**config.mk**
```make
export PLATFORM = sky130hd
export DESIGN_NAME = uart_rx_flat
export DESIGN_NICKNAME = d
export VERILOG_FILES = /design/src/rtl/uart_rx_if.sv /design/src/rtl/uart_rx.sv /design/src/flat_wrapper.sv
export SDC_FILE = /design/constraint.sdc
export NUM_CORES = 1
export LEC_CHECK = 0
export CAP_MARGIN = 20
export CORE_MARGIN = 4
export CORE_UTILIZATION = 45
export DETAILED_ROUTE_END_ITERATION = 7
export DONT_BUFFER_PORTS = 1
export PLACE_DENSITY = 0.72
export SYNTH_ARGS = -nofsm -noshare
export SYNTH_HDL_FRONTEND = slang
export SYNTH_SLANG_ARGS = --single-unit
```
**constraint.sdc**
```tcl
create_clock -name i_clk -period 2.3 [get_ports i_clk]
set_input_delay 0.69 -clock i_clk [delete_from_list [all_inputs] [get_ports i_clk]]
set_output_delay 0.69 -clock i_clk [all_outputs]
set_load 0.005 [all_outputs]
```
**src/rtl/uart_rx_if.sv**
```systemverilog
// Receiver-to-consumer handshake bundle for uart_rx: holding register,
// valid/ack pop, and the status flags that travel with it.
interface uart_rx_if;
    logic [7:0] o_rx_byte;
    logic       o_rx_valid;
    logic       i_rx_ack;
    logic       o_frame_err;
    logic       o_overrun;
    logic       o_rx_busy;

    // Receiver side drives data and status, consumes the ack.
    modport master (
        output o_rx_byte,
        output o_rx_valid,
        output o_frame_err,
        output o_overrun,
        output o_rx_busy,
        input  i_rx_ack
    );

    // Consumer side reads data and status, drives the ack.
    modport slave (
        input  o_rx_byte,
        input  o_rx_valid,
        input  o_frame_err,
        input  o_overrun,
        input  o_rx_busy,
        output i_rx_ack
    );
endinterface

```
**src/rtl/uart_rx.sv**
```systemverilog
// 8N1 UART receiver with a runtime baud divisor (CLKTOBAUDRATE clocks per bit).
// Synchronises the async line, centre-samples every bit, checks the stop bit
// and hands the byte over through a one-entry holding register.
// Optional: define UART_RX_MAJORITY_EN to take every sample as the majority
// of the last three synchronised line values (single-cycle glitch rejection).
module uart_rx #(
    parameter int unsigned SYNC_STAGES = 2
) (
    input  logic        i_clk,
    input  logic        i_rst,
    input  logic        i_uart_rx,
    input  logic [11:0] CLKTOBAUDRATE,
    uart_rx_if.master   rx_bus
);

    typedef enum logic [2:0] {
        S_IDLE,
        S_START,
        S_DATA,
        S_STOP,
        S_BREAK
    } state_t;

    state_t                 state_q, state_d;
    logic [11:0]            cnt_q, cnt_d;
    logic [2:0]             idx_q, idx_d;
    logic [7:0]             shreg_q, shreg_d;
    logic                   deliver_q, deliver_d;
    logic                   ferr_d;
    logic [SYNC_STAGES-1:0] sync_q;
    logic                   rx_s;
    logic                   sample;
    logic [11:0]            half_m1;
    logic [11:0]            bit_m1;

    // Input synchroniser; resets to the idle (high) line level.
    always_ff @(posedge i_clk or posedge i_rst) begin
        if (i_rst) sync_q <= '1;
        else       sync_q <= {sync_q[SYNC_STAGES-2:0], i_uart_rx};
    end

    assign rx_s = sync_q[SYNC_STAGES-1];

`ifdef UART_RX_MAJORITY_EN
    logic [1:0] hist_q;

    // Two-deep history of the synchronised line for the 2-of-3 vote.
    always_ff @(posedge i_clk or posedge i_rst) begin
        if (i_rst) hist_q <= '1;
        else       hist_q <= {hist_q[0], rx_s};
    end

    assign sample = (rx_s & hist_q[0]) | (rx_s & hist_q[1]) | (hist_q[0] & hist_q[1]);
`else
    assign sample = rx_s;
`endif

    assign half_m1 = (CLKTOBAUDRATE >> 1) - 12'd1;
    assign bit_m1  = CLKTOBAUDRATE - 12'd1;

    // Next-state logic: bit timing, sampling and frame outcome.
    always_comb begin
        state_d   = state_q;
        cnt_d     = cnt_q;
        idx_d     = idx_q;
        shreg_d   = shreg_q;
        deliver_d = 1'b0;
        ferr_d    = 1'b0;
        case (state_q)
            S_IDLE: begin
                cnt_d = '0;
                if (!rx_s) state_d = S_START;
            end
            S_START: begin
                if (cnt_q == half_m1) begin
                    cnt_d = '0;
                    if (sample) begin
                        state_d = S_IDLE;
                    end else begin
                        state_d = S_DATA;
                        idx_d   = '0;
                    end
                end else begin
                    cnt_d = cnt_q + 12'd1;
                end
            end
            S_DATA: begin
                if (cnt_q == bit_m1) begin
                    cnt_d          = '0;
                    shreg_d[idx_q] = sample;
                    if (idx_q == 3'd7) state_d = S_STOP;
                    else               idx_d   = idx_q + 3'd1;
                end else begin
                    cnt_d = cnt_q + 12'd1;
                end
            end
            S_STOP: begin
                if (cnt_q == bit_m1) begin
                    cnt_d = '0;
                    if (sample) begin
                        state_d   = S_IDLE;
                        deliver_d = 1'b1;
                    end else begin
                        state_d = S_BREAK;
                        ferr_d  = 1'b1;
                    end
                end else begin
                    cnt_d = cnt_q + 12'd1;
                end
            end
            S_BREAK: begin
                // Held-low line stays here so it reports only one framing error.
                cnt_d = '0;
                if (rx_s) state_d = S_IDLE;
            end
            default: begin
                state_d = S_IDLE;
                cnt_d   = '0;
            end
        endcase
    end

    // FSM state, bit counters, shift register and the error pulse.
    always_ff @(posedge i_clk or posedge i_rst) begin
        if (i_rst) begin
            state_q            <= S_IDLE;
            cnt_q              <= '0;
            idx_q              <= '0;
            shreg_q            <= '0;
            deliver_q          <= 1'b0;
            rx_bus.o_frame_err <= 1'b0;
        end else begin
            state_q            <= state_d;
            cnt_q              <= cnt_d;
            idx_q              <= idx_d;
            shreg_q            <= shreg_d;
            deliver_q          <= deliver_d;
            rx_bus.o_frame_err <= ferr_d;
        end
    end

    // Holding register: load on delivery, pop on ack, flag overwrites.
    always_ff @(posedge i_clk or posedge i_rst) begin
        if (i_rst) begin
            rx_bus.o_rx_byte  <= '0;
            rx_bus.o_rx_valid <= 1'b0;
            rx_bus.o_overrun  <= 1'b0;
        end else if (deliver_q) begin
            rx_bus.o_rx_byte  <= shreg_q;
            rx_bus.o_rx_valid <= 1'b1;
            if (rx_bus.o_rx_valid && !rx_bus.i_rx_ack)
                rx_bus.o_overrun <= 1'b1;
            else if (rx_bus.o_rx_valid && rx_bus.i_rx_ack)
                rx_bus.o_overrun <= 1'b0;
        end else if (rx_bus.o_rx_valid && rx_bus.i_rx_ack) begin
            rx_bus.o_rx_valid <= 1'b0;
            rx_bus.o_overrun  <= 1'b0;
        end
    end

    assign rx_bus.o_rx_busy = (state_q != S_IDLE);

endmodule

```
**src/flat_wrapper.sv**
```systemverilog
// flat-port wrapper written by rule: the top's interface ports become plain ports
module uart_rx_flat 
#(
    parameter int unsigned SYNC_STAGES = 2
)
  (i_clk, i_rst, i_uart_rx, CLKTOBAUDRATE, rx_bus_o_rx_byte, rx_bus_o_rx_valid, rx_bus_o_frame_err, rx_bus_o_overrun, rx_bus_o_rx_busy, rx_bus_i_rx_ack);
  uart_rx_if rx_bus_i ();
  input  logic i_clk;
  input  logic i_rst;
  input  logic i_uart_rx;
  input  logic [11:0] CLKTOBAUDRATE;
  output wire logic [$bits(rx_bus_i.o_rx_byte)-1:0] rx_bus_o_rx_byte;
  output wire logic [$bits(rx_bus_i.o_rx_valid)-1:0] rx_bus_o_rx_valid;
  output wire logic [$bits(rx_bus_i.o_frame_err)-1:0] rx_bus_o_frame_err;
  output wire logic [$bits(rx_bus_i.o_overrun)-1:0] rx_bus_o_overrun;
  output wire logic [$bits(rx_bus_i.o_rx_busy)-1:0] rx_bus_o_rx_busy;
  input wire logic [$bits(rx_bus_i.i_rx_ack)-1:0] rx_bus_i_rx_ack;
  assign rx_bus_o_rx_byte = rx_bus_i.o_rx_byte;
  assign rx_bus_o_rx_valid = rx_bus_i.o_rx_valid;
  assign rx_bus_o_frame_err = rx_bus_i.o_frame_err;
  assign rx_bus_o_overrun = rx_bus_i.o_overrun;
  assign rx_bus_o_rx_busy = rx_bus_i.o_rx_busy;
  assign rx_bus_i.i_rx_ack = rx_bus_i_rx_ack;
  uart_rx #(.SYNC_STAGES(SYNC_STAGES)) u_core (.i_clk(i_clk), .i_rst(i_rst), .i_uart_rx(i_uart_rx), .CLKTOBAUDRATE(CLKTOBAUDRATE), .rx_bus(rx_bus_i));
endmodule
```
### After elaboration in Yosys (flattened, before gate mapping)

Cells that the tools add are included.

| word-level totals | value |
|---|---|
| logic and storage cells | 74 |
| bits in registers | 40 |
| input bits | 16 |
| output and inout bits | 12 |

| cells by class | value |
|---|---|
| muxes and demuxes | 31 |
| add/sub/neg operators | 4 |
| order comparisons | 2 |
| equal/unequal tests | 15 |
| reduce and logical (&&, ||, !) cells | 12 |

Operators by type and width:

| kind | number |
|---|---|
| 2-to-1 mux 3 bit | 11 |
| equality test 12 bit | 2 |
| 2-to-1 mux 12 bit | 2 |
| case mux 12 bit (2 select lines) | 1 |
| case mux 3 bit (5 select lines) | 1 |
| adder 12 x 1 -> 12 bit, second input constant | 1 |
| 2-to-1 mux 1 bit | 12 |
| subtractor 11 x 1 -> 12 bit, second input constant | 1 |
| subtractor 12 x 1 -> 12 bit, second input constant | 1 |
| inequality test 2 x 1 -> 1 bit, second input constant | 5 |
| bitwise mux 8 bit | 1 |
| equality test 3 x 2 -> 1 bit, second input constant | 2 |
| equality test 3 bit, second input constant | 2 |
| inequality test 2 bit, second input constant | 3 |
| case mux 3 bit (2 select lines) | 1 |
| AND reduction 6 bit | 1 |
| AND reduction 5 bit | 1 |
| less-than comparator 3 x 4 -> 1 bit, second input constant | 1 |
| nonzero test 2 bit | 2 |
| adder 3 x 1 -> 3 bit, second input constant | 1 |
| demux 1 bit (select 3 bit) | 1 |
| equality test 3 x 1 -> 1 bit, second input constant | 1 |
| >= comparator 3 x 1 -> 1 bit, second input constant | 1 |
| logical AND 1 bit | 3 |
| 6 further kinds | 6 |

### Logic depth before layout (Yosys ltp)

Gate-level depths: netlist of the first run.

| depth | value |
|---|---|
| word-level depth | 5 |
| gate-level depth with buffers | 10 |
| gate-level depth less buffers | 9 |

### Least setup slack after synthesis of the first run

No wires, ideal clock.

| path | value |
|---|---|
| path kind | in2reg |
| start | input port CLKTOBAUDRATE[1] |
| end | register u_core.shreg_q[2] |
| data required time | 2.172 ns |
| buffers on the path | 1 |
| cell stages on the path | 10 |
| slack | -0.911 ns |
| arrival | 3.083 ns |
| setup time | 0.128 ns |
| path through | inv_1 ha_1 or3b_1 or3_1 a21oi_2 nor2_1 or4b_1 buf_6 nor4_1 mux2_1 |

| between the ends | value |
|---|---|
| longest elaborated chain between the ends | 3 |

Ends and longest elaborated chain:

| what | RTL line | source |
|---|---|---|
| start: declaration | flat_wrapper.sv:11 | `input logic [11:0] CLKTOBAUDRATE;` |
| subtractor 12 x 1 -> 12 bit | uart_rx.sv:59 | `assign bit_m1 = CLKTOBAUDRATE - 12'd1;` |
| equality test 12 bit | uart_rx.sv:88 | `if (cnt_q == bit_m1) begin` |
| AND reduction 2 bit (no source line) | - |  |
| end signal: assignment | uart_rx.sv:136 | `shreg_q <= shreg_d;` |
| end: declaration | uart_rx.sv:27 | `logic [7:0] shreg_q, shreg_d;` |

Every way passes these cells.
A chain may end at the register's enable or synchronous reset.

### Final worst setup path of the first run

| path | value |
|---|---|
| start | input port CLKTOBAUDRATE[1] |
| end | register u_core.shreg_q[0] |

The elaborated chain is that of the path after synthesis.

==> summary.md, run 1 <==
| Metric | Value |
|---|---|
| Status | `finished with violations` |
| Failing checks | `negative setup slack` |
| Final instance area | `3190 sq um` |
| #FFs+latches synth | `40` |
| Maximum clock frequency | `350 MHz` |
| WP buf/inv | `2` |
| Core area | `5540 sq um` |
| Layout Skew | `0.0106 ns` |
| Gr usage total | `16.7%` |
| Critical path depth | `10` |
| Mean Syn Cell Area | `9.67 sq um` |
| Synth-to-Final Area Change | `23.9%` |
| Starting Density | `46.4%` |
| CTS Root Cell | `clkbuf_8` |
| Vias per cell | `5.47` |
| Compound-Gate Fraction of Synth Area | `8.95%` |
| Worst r2r path cells | `8` |
| Fin crit period | `2.86 ns` |
| Routability cong. | `0.821` |
| Post-Synth XOR/XNOR Area | `12.9%` |
| WP data required | `2.49 ns` |
| Adder-Cell Fraction of Synth Area | `2.43%` |
| Setup ws final | `-0.561 ns` |
| Largest net degree at the start of global routing | `41` |
| Port Buffers | `0` |
| Post-route ant nets | `0` |
| Max clock buf depth | `2` |
| FP Rows | `27` |
| Max Cap Violations | `0` |
| Mux share of post-synthesis cell area | `7.88%` |
| WHS | `0.363 ns` |
| Largest family of logic cells by synthesized area | `simple AND/OR/NAND/NOR gates` |
| Power Density | `646 nW/um^2` |
| Post-synthesis cell type count | `52` |
| Post-Synth Simple-Gate Area | `24.0%` |
| CTS tree | `yes` |
| First-pass GRT wire length | `9460 microns` |
| Mapped cell area | `2570 sq um` |
| Crit path arrival time | `3.05 ns` |
| Max incr delay on CP | `0.50 ns` |
| Die ar. | `6990 sq um` |
| Placed Instance Area | `2900 sq um` |
| Prevailing post-synth register cell | `dfrtp_1` |
| Leak Pwr | `1.41 nW` |
| CTS clk-pin slew, worst paths | `0.08 ns` |
| Startpoint types | `input pin` |
| Iter 0 DRT Violations | `171` |
| Post-synth EDFFs | `0` |
| Hold Path Depth | `0` |
| Tcrit/Tclk final | `124%` |
| HPWL reported at the end of detailed placement | `3980 microns` |
| Vias in the first global route | `1938` |
| Die height | `83.6 microns` |
| Filler cells | `481` |
| Worst Max-Slew Pin Slew | `0.489 ns` |
| Clock Latency Late Sink | `0.30 ns` |
| Worst-path fanout max | `5` |
| Total gr overflow | `0` |
| Fin util | `57.5%` |
| DR WL/cell | `15.7 microns` |
| Worst setup startpoint | `CLKTOBAUDRATE[1]` |
| FF-to-FF Start | `u_core.cnt_q[3]` |
| Sequential element share of the synthesized area | `39.0%` |
| Crit end category | `register` |
| Type of the worst setup path | `input pin to register` |
| H-tree Lvls | `2` |
| CP max stage cell | `or4b_4` |
| Pre-CTS WS | `-0.885 ns` |
| Drt total wl | `5780 microns` |
| Antenna cells | `0` |
| RSZ-0062 raised after global routing | `true` |
| Num CTS Buffers | `5` |
| Rel. slew slack | `67.0%` |
| Max IR drop VDD | `0.000530 V` |
| Min-Delay Path Class | `register to register` |
| DRC viols | `0` |
| Final setup viols | `25` |
| CP delay by family, top | `simple AND/OR/NAND/NOR gates` |
| Gate Count Post-Synth | `266` |
| Critical path, cell by cell | `clkinv_16 -> ha_4 -> or3b_4 -> or3_4 -> a21oi_4 -> nor2_2 -> or4b_4 -> buf_6 -> nor4b_4 -> mux2_4` |
| CTS sink cnt | `40` |
| Hold-fix buffers, CTS | `0` |
| Vias | `2020` |
| Final Max Slew Viols | `0` |
| Final Hold Viols | `0` |
| Share of async-settable or async-resettable flops after synthesis | `100%` |
| Power Total | `0.00206 W` |
| IO Count | `28` |
| Hold wc startpoint | `u_core.sync_q[0]` |
| First-pass DRT Iterations | `4` |
| YS warnings | `0` |
| Syn_nets | `287` |
| Fraction of layout instances using a drive strength above 1 | `32.3%` |
| Die width | `83.6 microns` |
| Initial antenna violation count | `0` |
| Nets | `317` |
[layout make-up]
cell class	instances	area, sq um	area share [%]
inverter	14	88.8	2.79
tap	72	90.1	2.83
clock buffer	5	68.8	2.16
sequential	40	1000	31.5
multi-input combinational	199	1600	50.3
clock inverter	3	47.5	1.49
timing repair buffer	36	287	8.99
[synthesized netlist by cell type (4+ instances only)]
master    count  area (sq um)
nor2b_1       4          25.0
and3_1        5          31.3
nor2_1       14          52.6
nand2_1      12          45.0
mux2_2       12           135
nor3_1        8          40.0
o21ai_0       8          40.0
ha_1          5          62.6
a21oi_1       5          25.0
and2_1       12          75.1
nand3_1      10          50.1
dfrtp_1      38           951
nor4_1       10          62.6
nand4_1       6          37.5
inv_1        14          52.6
nand2b_1      5          31.3
clkbuf_1      8          30.0
xor2_1       12           105
a31oi_1       4          25.0
mux2_1        6          67.6
xnor2_1      26           228
[kinds of logic after synthesis]
family / count (synthesis)
AOI/OAI and AO/OA: 33
muxes: 18
DFF: 40
xor gates and xnor gates: 38
buffers and inverters: 27
and+or+nand+nor: 105
adders and majority gates: 5
[cells in the final DEF (no fill, tap or decap), types with 3 or more instances in the layout]
cell / n
dfrtp_1: 38
buf_4: 30
xnor2_1: 26
nor2_1: 13
nand2_1: 12
xor2_1: 12
inv_1: 11
nand3_1: 10
mux2_2: 10
and2_4: 10
o21ai_0: 8
nor4_2: 7
nand4_1: 6
mux2_1: 6
nor3_1: 5
nand2b_1: 5
and3_1: 5
clkbuf_8: 5
buf_6: 5
a31oi_1: 4
nor4_1: 4
a21oi_1: 4
nor2b_1: 3
nor3_2: 3
ha_1: 3
[flip-flops by register name, summed over array words and instances, names as in the netlist, named ones only]
name / flops
u_core.cnt_q: 12
u_core.rx_bus.o_rx_byte: 8
u_core.shreg_q: 8
u_core.idx_q: 3
u_core.state_q: 3
u_core.sync_q: 2
u_core.deliver_q: 1
u_core.rx_bus.o_frame_err: 1
u_core.rx_bus.o_rx_valid: 1
[per-layer routing]
layer / global-route usage, % / wire length [microns] / share of wire [%]
met1: 23.0 / 2680 / 46
met2: 26.5 / 2760 / 48
met3: 3.65 / 275 / 4.8
met4: 4.39 / 65 / 1.1
met5: 0 / 0 / 0
[per-stage QoR]
stage,setup TNS (ns),std cells
2_1_floorplan,-10.68,266
3_3_place_gp,-15.44,356
3_5_place_dp,-16.15,356
4_1_cts,-9.75,368
5_1_grt,-10.77,369
6_report,-8.84,369
[worst paths after layout]
check | slack (ns) | end
min in group asynchronous | 0.39 | u_core.rx_bus.o_rx_byte[7]
worst min register to register | 0.36 | u_core.sync_q[1]
worst max-delay path | -0.56 | u_core.shreg_q[0]
max in group asynchronous | 1.56 | u_core.sync_q[1]
worst min-delay path | 0.36 | u_core.sync_q[1]
worst max register to register | -0.28 | u_core.shreg_q[0]
[report_power, final]
part	leakage, nW	switching, W	total [W]	internal [W]
sequential	0.533	0.0000519	0.000813	0.000761
combinational	0.821	0.000299	0.000645	0.000347
clock	0.0583	0.000273	0.000600	0.000327
[repair_timing]
action	in CTS	in global routing
pin swaps	7	10
setup buffers	3	1
gates resized for setup	28	12
endpoints found under the setup margin	25	28
cloned	1	1
Power figures use the tool's default switching activity.
==> run 2: changes to the inputs <==
--- a/config.mk
+++ b/config.mk
@@ -10,7 +10,7 @@
 export CORE_UTILIZATION = 45
 export DETAILED_ROUTE_END_ITERATION = 7
 export DONT_BUFFER_PORTS = 1
-export PLACE_DENSITY = 0.72
+export PLACE_DENSITY_LB_ADDON = 0.25
 export SYNTH_ARGS = -nofsm -noshare
 export SYNTH_HDL_FRONTEND = slang
 export SYNTH_SLANG_ARGS = --single-unit
==> run 2 against run 1 <==
Compared with the run above: combinational power grew 2%; flip-flop and latch count did not move; wire length down 3.9%; critical endpoint unchanged; clock-buffer cell count unchanged; highest routed layer unchanged; the flow still finishes with violations (negative setup slack); hold slack better by 0.0013 ns.
==> summary.md, run 2 (synthesis results as in run 1) <==
| Metric | Value |
|---|---|
| Setup ws final | `-0.531 ns (+0.0301 ns)` |
| Max Cap Violations | `0 (unchanged)` |
| Iter 0 DRT Violations | `110 (-36%)` |
| Die width | `83.6 microns (unchanged)` |
| Die height | `83.6 microns (unchanged)` |
| Rel. slew slack | `67.3% (+0.33 points)` |
| Fin util | `57.6% (+0.068 points)` |
| Post-route ant nets | `0 (unchanged)` |
| Hold-fix buffers, CTS | `0 (unchanged)` |
| Fin crit period | `2.83 ns (-0.0301 ns)` |
| DRC viols | `0 (unchanged)` |
| Failing checks | `negative setup slack` |
| Crit path arrival time | `3.00 ns (-0.05 ns)` |
| Port Buffers | `0 (unchanged)` |
| IO Count | `28 (unchanged)` |
| Worst Max-Slew Pin Slew | `0.491 ns (+0.00194 ns)` |
| Num CTS Buffers | `5 (unchanged)` |
| Max reg flops | `12 (unchanged)` |
| Final Max Slew Viols | `0 (unchanged)` |
| Synth-to-Final Area Change | `24.1%` |
| WHS | `0.364 ns (+0.00126 ns)` |
| CTS sink cnt | `40 (unchanged)` |
| Top reg by flops | `u_core.cnt_q` |
| CTS clk-pin slew, worst paths | `0.07 ns (about the same)` |
| CTS tree | `yes` |
| Leading cell type in the layout, fill and taps excluded | `dfrtp_1` |
| Die ar. | `6990 sq um (unchanged)` |
| First-pass GRT wire length | `9580 microns (+1.3%)` |
| FP Rows | `27 (unchanged)` |
| Vias | `1969 (-2.5%)` |
| Most frequent cells in the layout | `dfrtp_1, buf_4, xnor2_1` |
| Clock Latency Late Sink | `0.29 ns (about the same)` |
| Starting Density | `46.4% (unchanged)` |
| Max clock buf depth | `2 (unchanged)` |
| Final Hold Viols | `0 (unchanged)` |
| WP data required | `2.47 ns (-0.02 ns)` |
| Worst-path fanout max | `5 (unchanged)` |
| Vias in the first global route | `1975 (+1.9%)` |
| Vias per cell | `5.28 (-3.6%)` |
| Drt total wl | `5560 microns (-3.9%)` |
| Tcrit/Tclk final | `123% (-1.3 points)` |
| Routability cong. | `0.842 (+2.5%)` |
| Largest net degree at the start of global routing | `41 (unchanged)` |
| HPWL reported at the end of detailed placement | `4020 microns (+0.97%)` |
| H-tree Lvls | `2 (unchanged)` |
| Type of the worst setup path | `input pin to register` |
| Fraction of layout instances using a drive strength above 1 | `33.2% (+0.90 points)` |
| Status | `finished with violations` |
| Max IR drop VDD | `0.000461 V (-13%)` |
| Final setup viols | `25 (unchanged)` |
| CTS Root Cell | `clkbuf_8` |
| Core area | `5540 sq um (unchanged)` |
| Gr usage total | `16.9% (+0.22 points)` |
| Startpoint types | `input pin` |
| Filler cells | `496 (+3.1%)` |
| Total gr overflow | `0 (unchanged)` |
| Biggest regs | `u_core.cnt_q (12), u_core.rx_bus.o_rx_byte (8), u_core.shreg_q (8)` |
| Nets | `321 (+1.3%)` |
| Leak Pwr | `1.44 nW (+1.6%)` |
| Layout Skew | `0.0113 ns (+0.000694 ns)` |
| Antenna cells | `0 (unchanged)` |
| Power Density | `603 nW/um^2 (-6.6%)` |
| Initial antenna violation count | `0 (unchanged)` |
| Maximum clock frequency | `353 MHz (+1.1%)` |
| First-pass DRT Iterations | `4 (unchanged)` |
| DR WL/cell | `14.9 microns (-4.9%)` |
| RSZ-0062 raised after global routing | `true` |
| Min-Delay Path Class | `register to register` |
| Crit end category | `register` |
[run 2: changes by cell type in the layout (fill, tap and decap cells not counted), moves of 2 or more]
cell	previous run	this run
buf_6	5	3
mux2_4	2	4
buf_4	30	35
clkinv_2	0	2
[run 2: worst paths after layout]
kind                                  start                          to  slack, ns  depth (start not counted)
hold / removal             u_core.sync_q[0]            u_core.sync_q[1]       0.36                          0
setup reg to reg            u_core.cnt_q[3]           u_core.shreg_q[0]      -0.23                          8
min in group asynchronous             i_rst  u_core.rx_bus.o_rx_byte[0]       0.40                          2
hold reg to reg            u_core.sync_q[0]            u_core.sync_q[1]       0.36                          0
setup / recovery           CLKTOBAUDRATE[1]           u_core.shreg_q[0]      -0.53                         10
max in group asynchronous             i_rst            u_core.sync_q[1]       1.54                          2
[run 2: through the flow]
step	area (sq um)	std cells	setup TNS [ns]	power (W)	worst slack, ns
after global routing	3190	373	-11.52	0.00206	-0.592
after CTS	3140	372	-8.92	0.00194	-0.531
after floorplan	2640	266	-10.68	0.00122	-0.762
after detailed placement	2910	358	-16.12	0.00138	-0.873
final	3190	373	-9.37	0.00192	-0.531
after global placement	2910	358	-15.47	0.00137	-0.860
[run 2: what timing repair did]
action / in CTS / in global routing
endpoints found under the hold margin: 0 / 0
buffers inserted: 4 / 3
gates cloned: 2 / 0
setup endpoints to repair: 25 / 28
pin swaps: 8 / 8
gates resized for setup: 28 / 13
[run 2: layer usage]
layer / up-vias / track usage [%] / part of all wire (%)
met5: - / 0 / 0
met4: 0 / 4.82 / 1.8
met3: 11 / 4.05 / 4.8
met2: 33 / 26.7 / 47
met1: 922 / 23.0 / 46
li1: 1003 / - / -
[run 2: power breakdown]
| part | total [W] | internal [W] | switching [W] |
|---|---|---|---|
| logic | 0.000659 | 0.000361 | 0.000298 |
| registers | 0.000815 | 0.000762 | 0.0000539 |
| clock network | 0.000450 | 0.000211 | 0.000239 |
[run 2: area by class of cell]
type / instances / area (sq um) / share of cell area, %
Timing Repair Buffer: 40 / 317 / 9.92
Multi-Input combinational cell: 199 / 1610 / 50.4
Clock buffer: 5 / 68.8 / 2.16
Tap cell: 72 / 90.1 / 2.82
Inverter: 14 / 86.3 / 2.70
Clock inverter: 3 / 18.8 / 0.588
Sequential cell: 40 / 1000 / 31.4
[run 2: critical path, stage by stage]
cell and delay [ns]:
clkinv_16 0.03, ha_4 0.12, or3b_4 0.37, or3_1 0.36, a21oi_2 0.16, nor2_2 0.06
or4b_4 0.50, buf_8 0.16, nor4b_4 0.22, mux2_4 0.32
==> run 3: changes to the inputs <==
--- a/config.mk
+++ b/config.mk
@@ -11,6 +11,7 @@
 export DETAILED_ROUTE_END_ITERATION = 7
 export DONT_BUFFER_PORTS = 1
 export PLACE_DENSITY_LB_ADDON = 0.25
+export SLEW_MARGIN = 0
 export SYNTH_ARGS = -nofsm -noshare
 export SYNTH_HDL_FRONTEND = slang
 export SYNTH_SLANG_ARGS = --single-unit
==> results of run 3 <==
Final layout, timing and power as in run 2 (identical DEF).
